===== src/rtl/mdu_iterative_decoder.sv =====
// RV32M/RV64M decoder with an iterative shift-add multiplier and restoring divider.
// Holds the execute stage through stall until the result is ready.
module mdu_iterative_decoder #(
  parameter int unsigned XLEN = 32
) (
  input  logic            clk,
  input  logic            rst_n,
  input  logic [1:0]      ALUOp,
  input  logic            op5,
  input  logic [2:0]      funct3,
  input  logic [6:0]      funct7,
  input  logic            start,
  input  logic            kill,
  input  logic [XLEN-1:0] src_a,
  input  logic [XLEN-1:0] src_b,
  output logic            is_m,
  output logic            stall,
  output logic            busy,
  output logic            done,
  output logic [XLEN-1:0] result
);

  localparam int unsigned CW = $clog2(XLEN);
  localparam logic [XLEN-1:0] MIN_NEG = {1'b1, {(XLEN-1){1'b0}}};

  typedef enum logic [1:0] {IDLE, MUL, DIV, DONE} state_t;

  state_t            state;
  logic [2:0]        f3;
  logic              neg;
  logic [XLEN-1:0]   b_mag;
  logic [CW-1:0]     cnt;
  logic [2*XLEN-1:0] acc;

  logic              accept, fast, last;
  logic              sgn_a, sgn_b, neg_in;
  logic [XLEN-1:0]   a_mag_in, b_mag_in, fast_res;
  logic [XLEN:0]     mul_sum, div_shift, div_trial;
  logic [2*XLEN-1:0] mul_next, mul_prod;
  logic [XLEN-1:0]   mul_res, div_rem, div_quo, div_out, div_res;
  logic              q_bit;

  assign is_m   = (ALUOp == 2'b10) && op5 && (funct7 == 7'b0000001);
  assign stall  = start && is_m && !done;
  assign accept = start && is_m && !kill;
  assign last   = (cnt == CW'(XLEN-1));

  // Operand magnitudes, result sign and division fast-path detection
  always_comb begin
    sgn_a    = src_a[XLEN-1] && (funct3[2] ? !funct3[0] : (funct3[1:0] != 2'b11));
    sgn_b    = src_b[XLEN-1] && (funct3[2] ? !funct3[0] : !funct3[1]);
    a_mag_in = sgn_a ? -src_a : src_a;
    b_mag_in = sgn_b ? -src_b : src_b;
    neg_in   = (funct3[2] && funct3[1]) ? sgn_a : (sgn_a ^ sgn_b);
    fast     = 1'b0;
    fast_res = '0;
    if (funct3[2]) begin
      if (src_b == '0) begin
        fast     = 1'b1;
        fast_res = funct3[1] ? src_a : '1;
      end else if (!funct3[0] && (src_a == MIN_NEG) && (src_b == '1)) begin
        fast     = 1'b1;
        fast_res = funct3[1] ? '0 : src_a;
      end
    end
  end

  // One multiply step, one divide step, and final sign correction
  always_comb begin
    mul_sum   = {1'b0, acc[2*XLEN-1:XLEN]} + (acc[0] ? {1'b0, b_mag} : '0);
    mul_next  = {mul_sum, acc[XLEN-1:1]};
    mul_prod  = neg ? -mul_next : mul_next;
    mul_res   = (f3[1:0] == 2'b00) ? mul_prod[XLEN-1:0] : mul_prod[2*XLEN-1:XLEN];
    div_shift = {acc[2*XLEN-1:XLEN], acc[XLEN-1]};
    div_trial = div_shift - {1'b0, b_mag};
    q_bit     = !div_trial[XLEN];
    div_rem   = q_bit ? div_trial[XLEN-1:0] : div_shift[XLEN-1:0];
    div_quo   = {acc[XLEN-2:0], q_bit};
    div_out   = f3[1] ? div_rem : div_quo;
    div_res   = neg ? -div_out : div_out;
  end

  always_ff @(posedge clk) begin
    if (!rst_n) begin
      state  <= IDLE;
      f3     <= '0;
      neg    <= 1'b0;
      b_mag  <= '0;
      cnt    <= '0;
      acc    <= '0;
      busy   <= 1'b0;
      done   <= 1'b0;
      result <= '0;
    end else begin
      done <= 1'b0;
      case (state)
        IDLE: begin
          if (accept) begin
            f3    <= funct3;
            neg   <= neg_in;
            b_mag <= b_mag_in;
            acc   <= {{XLEN{1'b0}}, a_mag_in};
            cnt   <= '0;
            if (fast) begin
              result <= fast_res;
              done   <= 1'b1;
              state  <= DONE;
            end else begin
              busy  <= 1'b1;
              state <= funct3[2] ? DIV : MUL;
            end
          end
        end
        MUL, DIV: begin
          if (kill) begin
            busy  <= 1'b0;
            state <= IDLE;
          end else begin
            acc <= (state == MUL) ? mul_next : {div_rem, div_quo};
            cnt <= cnt + CW'(1);
            if (last) begin
              result <= (state == MUL) ? mul_res : div_res;
              busy   <= 1'b0;
              done   <= 1'b1;
              state  <= DONE;
            end
          end
        end
        DONE:    state <= IDLE;
        default: state <= IDLE;
      endcase
    end
  end

endmodule


===== config.mk =====
export PLATFORM = sky130hd
export DESIGN_NAME = mdu_iterative_decoder
export DESIGN_NICKNAME = d
export VERILOG_FILES = /design/src/rtl/mdu_iterative_decoder.sv
export SDC_FILE = /design/constraint.sdc
export NUM_CORES = 1
export LEC_CHECK = 0
export ABC_CLOCK_PERIOD_IN_PS = 7450
export BUFFER_PORTS_ARGS = -buffer_cell sky130_fd_sc_hd__buf_2
export CORE_MARGIN = 8
export CORE_UTILIZATION = 55
export DETAILED_ROUTE_END_ITERATION = 16
export PLACE_DENSITY = 0.85
export SLEW_MARGIN = 40
export SYNTH_ARGS = -nofsm -noshare
export SYNTH_HDL_FRONTEND = slang
export SYNTH_SLANG_ARGS = --single-unit

===== constraint.sdc =====
create_clock -name clk -period 7.45 [get_ports clk]
set_clock_uncertainty 0.15 [all_clocks]
set_input_delay 0.745 -clock clk [delete_from_list [all_inputs] [get_ports clk]]
set_output_delay 0.745 -clock clk [all_outputs]
set_load 0.02 [all_outputs]

==> qor.yml <==
start_util_pct: 55.7
drive_above_1_share_pct: 9.22
cp_num_buf_inv: 2
p_sw_share_pct: 26.0
cts-root-buf: "clkbuf_16"
finalPower_mw: 1.85
pwr-share-comb_pct: 9.2
ctsHoldBuffers: 0
layout_commonest_cell: "nor2_1"
ys_ff_latch: 140
port_buffers: 116
fin_nets: 2498
synth_enable_flop_cells: 0
netlist_instances: 2352
fmax_ghz: 0.156
cts_tree: "yes"
synth-async-reset-ratio_pct: 0
min_period_over_period_pct: 86.1
regArea_um2: 2810
areaGrowthSynthToFinish_pct: 8.16
htreeDepth: 4
antenna_found_initial: 0
seq_power_share_pct: 40.6
critPathTopFamily: "compound AO/OA/AOI/OAI gates"
grt_pass1_vias: 17300
finalWirelength_mm: 61.8
cap_viol_max_count: 0
end_kind: "flop"
post_cts_resized: 0
routed-via-count: 18600
gr-total-overflow: 0
slew_headroom_pct: 44.8
hold_viol_final: 0
dieArea_um2: 34700
path_clk_slew_ps: 60
hold_class: "reg -> reg"
p_int_mw: 1.37
p_leak_nw: 6.67
worstPathMaxFanout: 17
cts_sinks: 140
critical_path_class: "reg -> reg"
cp_cell_sequence: "inv_1 > ha_1 > inv_1 > fa_1 > a211oi_1 > o211ai_1 > o2111ai_1 > a31oi_1 > o21a_1 > nor2_2 > mux2i_1 > nor2_1 > a21oi_1 > ha_1 > nor3b_1 > nand4_1 > or3_1 > nand4b_1 > o31ai_1 > xor2_1 > a211o_1"
slowest_stage: "nor2_2"
clkLatencyLatePin_ps: 440
p_sw_uw: 480
critical-path-max-stage-delay_ps: 590
holdPathStages: 2
routed_via_density: 6.80
r2r_cells: 21
rsz0062_at_grt: "no"
die_w_um: 186
synth_top_area_share_pct: 17.6
drt-met1-wl_mm: 24.6
grt_max_degree: 79
worstMarginPinSlew_ps: 823
synthesis.area_um2: 15900
drt_drc_violations_left: 0
yosys_warnings: 0
synth-main-ff-cell: "dfxtp_1"
layout_common_cells: "nor2_1, nand2_1, a21oi_1, o21ai_0, dfxtp_1"
final_area_um2: 17200
arrival_ps: 6600
maxUsedRoutingLayer: "met4"
clockBufferDepth: 2
crit_path_start_kind: "flop"
dpl_cell_area_um2: 16600
multi_input_area_um2: 12200
worst_slack_ps: 1030
rows: 62
drt_iter0_drc: 2439
synthTopCellsByArea: "dfxtp_1, a21oi_1, nor2_1"
syn-num-nets: 2510
gp_congestion: 1.00
cts_buffers: 17
diodes: 0
ant_nets: 0
grt_usage_pct: 34.9
maxSlewViolCount: 0
place_worst_setup_slack_ps: 1320
fp.dieH_um: 186
synth_top_area_cell: "dfxtp_1"
dr.pass1.iters: 9
route.met2.wl_mm: 27.4
clkPwrFrac_pct: 50.3
crit_cells: 21
power-per-cell-area_nw_per_um2: 107
worst_ir_drop_vdd_mv: 0.148
status: "completed"
setup_tns_ps: 0
ios: 117
grt_pass1_wl_mm: 95.5
post_cts_buffers: 0
seq_area_frac_synth_pct: 17.6
wl_per_cell_um: 22.6
routed-wl-met3_mm: 6.27
period_minus_slack_ps: 6420
design.core.area_um2: 28600
setup_viol: 0
hpwlAfterDp_mm: 46.8
n_fill_cell: 2647
syn-mean-instance-area_um2: 6.77
fin_util_pct: 60.2
worst_ep_required_time_ps: 7630
yosysUniqueCellTypes: 83
-- cells in the mapped netlist, types with 6 or more instances --
| cell | count |
|---|---|
| o221ai_1 | 9 |
| clkbuf_1 | 155 |
| or3_1 | 20 |
| a21boi_0 | 9 |
| nand4_1 | 39 |
| xnor2_1 | 85 |
| or2_2 | 9 |
| and3_1 | 15 |
| a211oi_1 | 55 |
| o22ai_1 | 13 |
| and2_1 | 46 |
| mux2_2 | 8 |
| inv_1 | 78 |
| o41ai_1 | 13 |
| nor3_1 | 66 |
| nand3_1 | 44 |
| a21o_1 | 26 |
| a41oi_1 | 6 |
| xor2_1 | 79 |
| o21ai_0 | 170 |
| nor4_1 | 20 |
| or4_1 | 14 |
| nand3b_1 | 9 |
| ha_1 | 75 |
| nor2_1 | 282 |
| a31oi_1 | 26 |
| o211ai_1 | 65 |
| o31ai_1 | 32 |
| a211o_1 | 8 |
| dfxtp_1 | 140 |
| mux2i_1 | 59 |
| nand2b_1 | 11 |
| buf_2 | 6 |
| buf_1 | 9 |
| a22oi_1 | 22 |
| nor3b_1 | 7 |
| o21a_1 | 16 |
| a21oi_1 | 224 |
| o21bai_1 | 8 |
| nand2_1 | 262 |
| o2111ai_1 | 9 |
| nor2b_1 | 11 |
| o311ai_0 | 11 |
-- power by group through the flow --
stage | clock, mW | sequential (mW) | combinational [mW]
after floorplan | 0 | 0.766 | 0.0947
after global placement | 0 | 0.766 | 0.160
after detailed placement | 0 | 0.766 | 0.164
after CTS | 0.922 | 0.749 | 0.164
after global routing | 0.954 | 0.749 | 0.182
final | 0.927 | 0.749 | 0.169
-- final timing paths --
path	start	end	slack, ps
worst max-delay path	acc[31]$_SDFFE_PN0P_	result[26]$_SDFFE_PN0P_	1030
worst min-delay path	b_mag[0]$_SDFFE_PN0P_	b_mag[0]$_SDFFE_PN0P_	330
worst max register to register	acc[31]$_SDFFE_PN0P_	result[26]$_SDFFE_PN0P_	1030
worst min register to register	b_mag[0]$_SDFFE_PN0P_	b_mag[0]$_SDFFE_PN0P_	330
-- registers in the layout, summed over array words and instances, names as in the netlist --
name and flops:
acc 64, done 1, f3 2, result 32
b_mag 32, busy 1, cnt 5, state 2
neg 1
-- final cells by class --
type                            count  area share (%)
Multi-Input combinational cell   1962            71.0
Sequential cell                   140            16.3
Timing Repair Buffer              141            4.67
Tap cell                          384            2.79
Clock buffer                       23            2.78
Inverter                           78            1.71
Clock inverter                      9           0.777
-- through the flow --
step / std cells / hold slack, ps
finish: 2737 / 328
floorplan: 2352 / 290
global route: 2737 / 368
global placement: 2702 / 313
CTS: 2736 / 326
detailed placement: 2704 / 319
-- cells by family after synthesis --
logic type,after synthesis,share of synthesized area [%]
compound gates,778,31.2
xor+xnor,164,9.02
fa+ha+maj,77,6.14
buf+inv,250,5.99
flops,140,17.6
mux,67,4.27
simple gates,876,25.7
-- routing by layer --
metal	up-vias	track usage (%)
met1	8542	44.7
met3	260	6.02
met4	0	18.0
met2	1254	55.6
met5	-	0
li1	8567	-
-- worst reg2reg max path, cell delays in order (launching register included) --
cell	delay, ps
dfxtp_1	400
inv_1	160
ha_1	180
inv_1	50
fa_1	400
a211oi_1	350
o211ai_1	180
o2111ai_1	210
a31oi_1	260
o21a_1	450
nor2_2	590
mux2i_1	310
nor2_1	60
a21oi_1	200
ha_1	250
nor3b_1	270
nand4_1	320
or3_1	490
nand4b_1	280
o31ai_1	360
xor2_1	110
a211o_1	260
Power figures use the tool's default switching activity.
